## config.mk

```make
export PLATFORM = sky130hd
export DESIGN_NAME = dc_fu_pixel_fifo
export DESIGN_NICKNAME = d
export VERILOG_FILES = /design/src/rtl/dc_fu_pkg.sv /design/src/rtl/dc_fu_pixel_fifo_mem.sv /design/src/rtl/dc_fu_pixel_fifo.sv
export SDC_FILE = /design/constraint.sdc
export NUM_CORES = 1
export LEC_CHECK = 0
export ABC_AREA = 1
export CAP_MARGIN = 20
export CORE_MARGIN = 2
export CORE_UTILIZATION = 50
export DETAILED_ROUTE_END_ITERATION = 10
export PLACE_DENSITY = 0.67
export SYNTH_ARGS = -nofsm -noshare
export SYNTH_HDL_FRONTEND = slang
export SYNTH_SLANG_ARGS = --single-unit
```

## constraint.sdc

```tcl
create_clock -name clk -period 2.9 [get_ports clk]
set_input_delay 0.29 -clock clk [delete_from_list [all_inputs] [get_ports clk]]
set_output_delay 0.29 -clock clk [all_outputs]
set_load 0.005 [all_outputs]
```

## src/rtl/dc_fu_pkg.sv

```systemverilog
// Shared pixel types and the RGB565 -> RGB888 expansion used by the fetching-unit pixel FIFO.
package dc_fu_pkg;

  localparam int DC_FU_PIX_W_565 = 16;
  localparam int DC_FU_PIX_W_888 = 24;

  typedef struct packed {
    logic [4:0] r;
    logic [5:0] g;
    logic [4:0] b;
  } rgb565_t;

  typedef struct packed {
    logic [7:0] r;
    logic [7:0] g;
    logic [7:0] b;
  } rgb888_t;

  // MSB replication so full-scale 565 maps to full-scale 888.
  function automatic rgb888_t rgb565_to_888(input rgb565_t p);
    rgb888_t q;
    q.r = {p.r, p.r[4:2]};
    q.g = {p.g, p.g[5:4]};
    q.b = {p.b, p.b[4:2]};
    return q;
  endfunction

endpackage

```

## src/rtl/dc_fu_pixel_fifo_mem.sv

```systemverilog
// Simple dual-port pixel storage: synchronous write, combinational read.
module dc_fu_pixel_fifo_mem
  import dc_fu_pkg::*;
#(
  parameter int DEPTH = 32,
  parameter int AW    = $clog2(DEPTH)
) (
  input  logic          clk,
  input  logic          we,
  input  logic [AW-1:0] waddr,
  input  rgb565_t       wdata,
  input  logic [AW-1:0] raddr,
  output rgb565_t       rdata
);

  rgb565_t mem [DEPTH];

  always_ff @(posedge clk) begin
    if (we) mem[waddr] <= wdata;
  end

  assign rdata = mem[raddr];

endmodule

```

## src/rtl/dc_fu_pixel_fifo.sv

```systemverilog
// FWFT pixel FIFO between the AXI R channel and the scaler, with line markers.
// Optional feature macro: DC_FU_PIXEL_FIFO_RGB888_EN (24-bit RGB888 output instead of RGB565).
module dc_fu_pixel_fifo
  import dc_fu_pkg::*;
#(
  parameter int DEPTH        = 32,
  parameter int LINE_WIDTH_W = 12
) (
  input  logic                       clk,
  input  logic                       rst,
  input  logic                       en,
  input  logic                       flush,
  input  logic [LINE_WIDTH_W-1:0]    line_width,
  input  logic [15:0]                axi_rdata,
  input  logic                       axi_rvalid,
  input  logic                       axi_rlast,
  output logic                       axi_rready,
`ifdef DC_FU_PIXEL_FIFO_RGB888_EN
  output logic [DC_FU_PIX_W_888-1:0] pix_data,
`else
  output logic [DC_FU_PIX_W_565-1:0] pix_data,
`endif
  output logic                       pix_valid,
  input  logic                       pix_ready,
  output logic                       pix_sol,
  output logic                       pix_eol,
  output logic [$clog2(DEPTH):0]     fifo_level
);

  localparam int AW = $clog2(DEPTH);
  localparam int LW = AW + 1;

  logic [AW-1:0]           wr_ptr, rd_ptr;
  logic [LW-1:0]           level, mem_count;
  logic                    ready_en, out_valid;
  rgb565_t                 out_data, mem_rdata;
  logic [LINE_WIDTH_W-1:0] pix_count, last_idx;
  logic                    wr_en, consume, mem_empty, bypass, mem_we, refill, at_eol;
  logic                    unused_rlast;

  assign unused_rlast = axi_rlast;

  // level counts the output register too, so the memory never holds more than DEPTH-1.
  assign axi_rready = ready_en && en && !flush && (level < LW'(DEPTH));

  always_comb begin
    wr_en     = axi_rvalid && axi_rready;
    consume   = en && !flush && out_valid && pix_ready;
    mem_count = level - LW'(out_valid);
    mem_empty = (mem_count == '0);
    bypass    = wr_en && (!out_valid || (consume && mem_empty));
    mem_we    = wr_en && !bypass;
    refill    = consume && !mem_empty;
    last_idx  = line_width - LINE_WIDTH_W'(1);
    at_eol    = (line_width != '0) && (pix_count == last_idx);
  end

  dc_fu_pixel_fifo_mem #(.DEPTH(DEPTH), .AW(AW)) u_mem (
    .clk   (clk),
    .we    (mem_we),
    .waddr (wr_ptr),
    .wdata (rgb565_t'(axi_rdata)),
    .raddr (rd_ptr),
    .rdata (mem_rdata)
  );

  always_ff @(posedge clk or posedge rst) begin
    if (rst) begin
      ready_en  <= 1'b0;
      wr_ptr    <= '0;
      rd_ptr    <= '0;
      level     <= '0;
      out_valid <= 1'b0;
      out_data  <= '0;
      pix_count <= '0;
    end else begin
      ready_en <= 1'b1;
      if (flush) begin
        wr_ptr    <= '0;
        rd_ptr    <= '0;
        level     <= '0;
        out_valid <= 1'b0;
        pix_count <= '0;
      end else if (en) begin
        if (mem_we) wr_ptr <= wr_ptr + AW'(1);
        if (refill) rd_ptr <= rd_ptr + AW'(1);
        level <= level + LW'(wr_en) - LW'(consume);
        // Refill and bypass are exclusive: bypass on consume needs an empty memory.
        if (refill) begin
          out_data  <= mem_rdata;
          out_valid <= 1'b1;
        end else if (bypass) begin
          out_data  <= rgb565_t'(axi_rdata);
          out_valid <= 1'b1;
        end else if (consume) begin
          out_valid <= 1'b0;
        end
        if (consume) pix_count <= at_eol ? '0 : pix_count + LINE_WIDTH_W'(1);
      end
    end
  end

  assign pix_valid  = out_valid;
  assign pix_sol    = out_valid && (pix_count == '0);
  assign pix_eol    = out_valid && at_eol;
  assign fifo_level = level;

`ifdef DC_FU_PIXEL_FIFO_RGB888_EN
  assign pix_data = rgb565_to_888(out_data);
`else
  assign pix_data = out_data;
`endif

endmodule

```

==> results_dict.tcl, run 1 <==
set metrics [dict create \
    outcome "finished clean" \
    post_drt_via_cell_ratio 5.69 \
    tritoncts "built" \
    ys_dominant_reg_cell "edfxtp_1" \
    rrSetupSlack_ns 0.19 \
    worstSetupEndpointType "flop" \
    arrival_ns 2.99 \
    tns_ns 0 \
    path_clk_slew_ns 0.06 \
    slew_headroom_pct 35.1 \
    wl_per_cell_um 20.9 \
    die_x_um 223 \
    synth_edf_count 512 \
    synth_top_cell_area_share_pct 64.2 \
    post-dp-hpwl_mm 37.2 \
    floorplan.die_area_mm2 0.0497 \
    syn_nets 2266 \
    fmax_mhz 370 \
    path_max_fanout 9 \
    ios 61 \
    ant_nets 0 \
    power.internal_mw 13.1 \
    antennaDiodeCount 0 \
    fin_crit_sh_pct 93.3 \
    die_h_um 223 \
    synth_area_leader_cell "edfxtp_1" \
    path_cells "inv_1 > ha_1 > inv_2 > nand2_1 > nand2_1 > nand2_1 > nand3_1 > nand2_1 > nor2_1 > nand2_1 > nand3_2 > inv_4 > nand2_4 > nor2_1 > buf_4" \
    yosys-top-cells-area "edfxtp_1, nand2_1, nand3_1" \
    p_leak_nw 10.4 \
    yosysWarnings 0 \
    num_vias 16900 \
    drt_wl_total_mm 62.2 \
    crit_end "u_mem.mem[3][3]" \
    synth_cells 2210 \
    hold_viol_final 0 \
    clk_latency_ns 0.61 \
    post-route-util_pct 58.4 \
    cts_made_buffers 57 \
    period_needed_ns 2.71 \
    cpMaxStageDelayCell "dfrtp_1" \
    start_util_pct 50.4 \
    p_seq_share_pct 54.0 \
    drive_gt1_share_pct 9.62 \
    place.port_buffers 59 \
    crit_top_cell "nand2_1" \
    place.gp.congestion 0.910 \
    antenna_found_initial 2 \
    crit_required_ns 3.19 \
    multi_input_area_mm2 0.00663 \
    drv_slew 0 \
    tightest_slew_ns 0.970 \
    reg2reg_depth 15 \
    min_path_type "input pin to flop" \
    p_clk_share_pct 40.6 \
    drtPass1Iterations 6 \
    syn_avg_cell_area_um2 10.8 \
    setup_viol 0 \
    cts_root_buf "clkbuf_16" \
    cts.sink_count 558 \
    pwr-share-comb_pct 5.4 \
    h-tree-depth 2 \
    critPathMaxStageDelay_ns 0.42 \
    critPathKind "flop to flop" \
    start_kind "flop" \
    num_rows 80 \
    startpoint "fifo_level[0]" \
    gr-total-overflow 0 \
    powerDensity_mw_per_mm2 599 \
    syn_area_mm2 0.0239 \
    grt_max_degree 93 \
    design_area_mm2 0.0277 \
    async_flop_share_pct 8.24 \
    drtIter0Drc 2148 \
    p_switching_mw 3.54 \
    grt_pass1_vias 16300 \
    synth_seq_cells 558 \
    ys_seq_area_share_pct 69.0 \
    regArea_mm2 0.0165 \
    switching_share_pct 21.3 \
    clock_skew_ns 0.0198 \
    fp.coreArea_mm2 0.0475 \
    reg2reg_to "u_mem.mem[3][3]" \
    r2r_start "fifo_level[0]" \
    placed_cell_area_mm2 0.0259 \
    vdd_drop_max_mv 0.432 \
    num-nets-final 2374 \
    clk_path_buf_depth 3 \
    grt_pass1_wl_mm 94.9 \
    area_growth_pct 15.9 \
    maxCapViolations 0 \
    fill_cells 3936 \
    grt_use_total_pct 25.2 \
    drcViolationCount 0 \
    synth_cell_types 33 \
]
[repair_timing]
item | CTS | global route
endpoints found under the hold margin | 14 | 0
gates resized for setup | 0 | 38
hold buffers | 1 | 0
setup endpoints to repair | 0 | 508
setup buffers | 0 | 1
[state kept, by name, summed over array words and instances (netlist names)]
| name | count |
|---|---|
| u_mem.mem | 512 |
| ready_en | 1 |
| pix_valid | 1 |
| fifo_level | 6 |
| rd_ptr | 5 |
| wr_ptr | 5 |
| pix_count | 12 |
| pix_data | 16 |
[worst min path at each step]
stage                  startpoint              end  slack, ns  depth (start not counted)
CTS                     pix_ready     pix_count[4]       0.47                          5
global route            pix_ready     pix_count[4]       0.51                          5
finish                  pix_ready     pix_count[4]       0.49                          5
detailed placement  pix_count[10]    pix_count[10]       0.49                          2
global placement    pix_count[10]    pix_count[10]       0.49                          2
floorplan            axi_rdata[0]  u_mem.mem[0][0]       0.39                          0
[cell usage after synthesis (8+ instances only)]
cell and n:
o21ai_0 199, ha_1 20, a21oi_1 39, o21ai_1 11
inv_1 62, edfxtp_1 512, buf_2 37, clkbuf_1 48
nand3_1 276, xor2_1 12, nor3_1 8, nand4_1 12
buf_1 12, buf_4 11, buf_6 11, nor2_1 349
nand2_1 510, dfrtp_1 46
[worst max-delay path, delay by kind of cell, from the launching register on]
family | cells | cell delay (ns)
buffers and inverters | 4 | 0.61
and+or+nand+nor | 10 | 1.16
adders and majority gates | 1 | 0.21
DFF | 1 | 0.42
[final cells by class]
cell class	count	share of cell area [%]
sequential	558	59.6
multi-input combinational	1463	23.9
timing repair buffer	168	6.66
clock buffer	68	5.37
tap	615	2.77
inverter	70	0.983
clock inverter	33	0.735
[logic make-up after synthesis]
| family | synth area share [%] |
|---|---|
| AO/OA/AOI/OAI | 5.38 |
| XOR/XNOR | 0.622 |
| adder cells (fa/ha/maj) | 1.13 |
| buffers and inverters | 3.67 |
| flip-flops | 69.0 |
| other | 0.0157 |
| AND/OR/NAND/NOR | 20.2 |
[cell usage in the layout, fill, tap and decap left out, drive strengths merged, types with 2 or more instances in the layout]
| cell type | netlist | final |
|---|---|---|
| xnor2 | 5 | 5 |
| ha | 20 | 20 |
| edfxtp | 512 | 512 |
| clkdlybuf4s50 | 0 | 58 |
| a21oi | 39 | 39 |
| bufinv | 0 | 2 |
| nor4 | 2 | 2 |
| nor3 | 8 | 8 |
| buf | 71 | 108 |
| o21ai | 211 | 211 |
| inv | 66 | 66 |
| nor2 | 352 | 352 |
| clkinvlp | 0 | 2 |
| xor2 | 12 | 12 |
| dfrtp | 46 | 46 |
| nand2 | 516 | 516 |
| clkinv | 4 | 33 |
| clkbuf | 48 | 68 |
| nand4 | 12 | 12 |
| nand3 | 277 | 277 |
| and2 | 3 | 3 |
| o22ai | 3 | 3 |
[routing by layer]
| layer | up-vias | GRT usage (%) | part of all wire [%] |
|---|---|---|---|
| met5 | - | 0 | 0 |
| met4 | 0 | 8.66 | 3.0 |
| met3 | 117 | 3.60 | 7.2 |
| met2 | 706 | 42.4 | 49 |
| met1 | 8262 | 33.7 | 41 |
| li1 | 7849 | - | - |
[power by group through the flow]
stage | sequential, mW | clock (mW) | combinational [mW]
after floorplan | 9.12 | 0 | 0.340
after global placement | 9.14 | 0 | 0.866
after detailed placement | 9.14 | 0 | 0.895
after CTS | 8.97 | 6.84 | 0.902
after global routing | 8.98 | 7.15 | 0.987
final | 8.97 | 6.75 | 0.902
[per-stage QoR]
stage | std cells | power, mW | setup WS (ns) | hold slack, ns
floorplan | 2210 | 9.46 | 0.194 | 0.389
global placement | 2872 | 10.0 | 0.130 | 0.492
detailed placement | 2872 | 10.0 | 0.0391 | 0.492
CTS | 2974 | 16.7 | 0.00774 | 0.469
finish | 2975 | 16.6 | 0.195 | 0.494
global route | 2975 | 17.1 | -0.0279 | 0.513
Power figures use the tool's default switching activity.
==> inputs of run 2 (changes only) <==
--- a/config.mk
+++ b/config.mk
@@ -11,6 +11,7 @@
 export CORE_UTILIZATION = 50
 export DETAILED_ROUTE_END_ITERATION = 10
 export PLACE_DENSITY = 0.67
+export SLEW_MARGIN = 20
 export SYNTH_ARGS = -nofsm -noshare
 export SYNTH_HDL_FRONTEND = slang
 export SYNTH_SLANG_ARGS = --single-unit
==> results of run 2 <==
Final layout, timing and power as in run 1 (identical DEF).
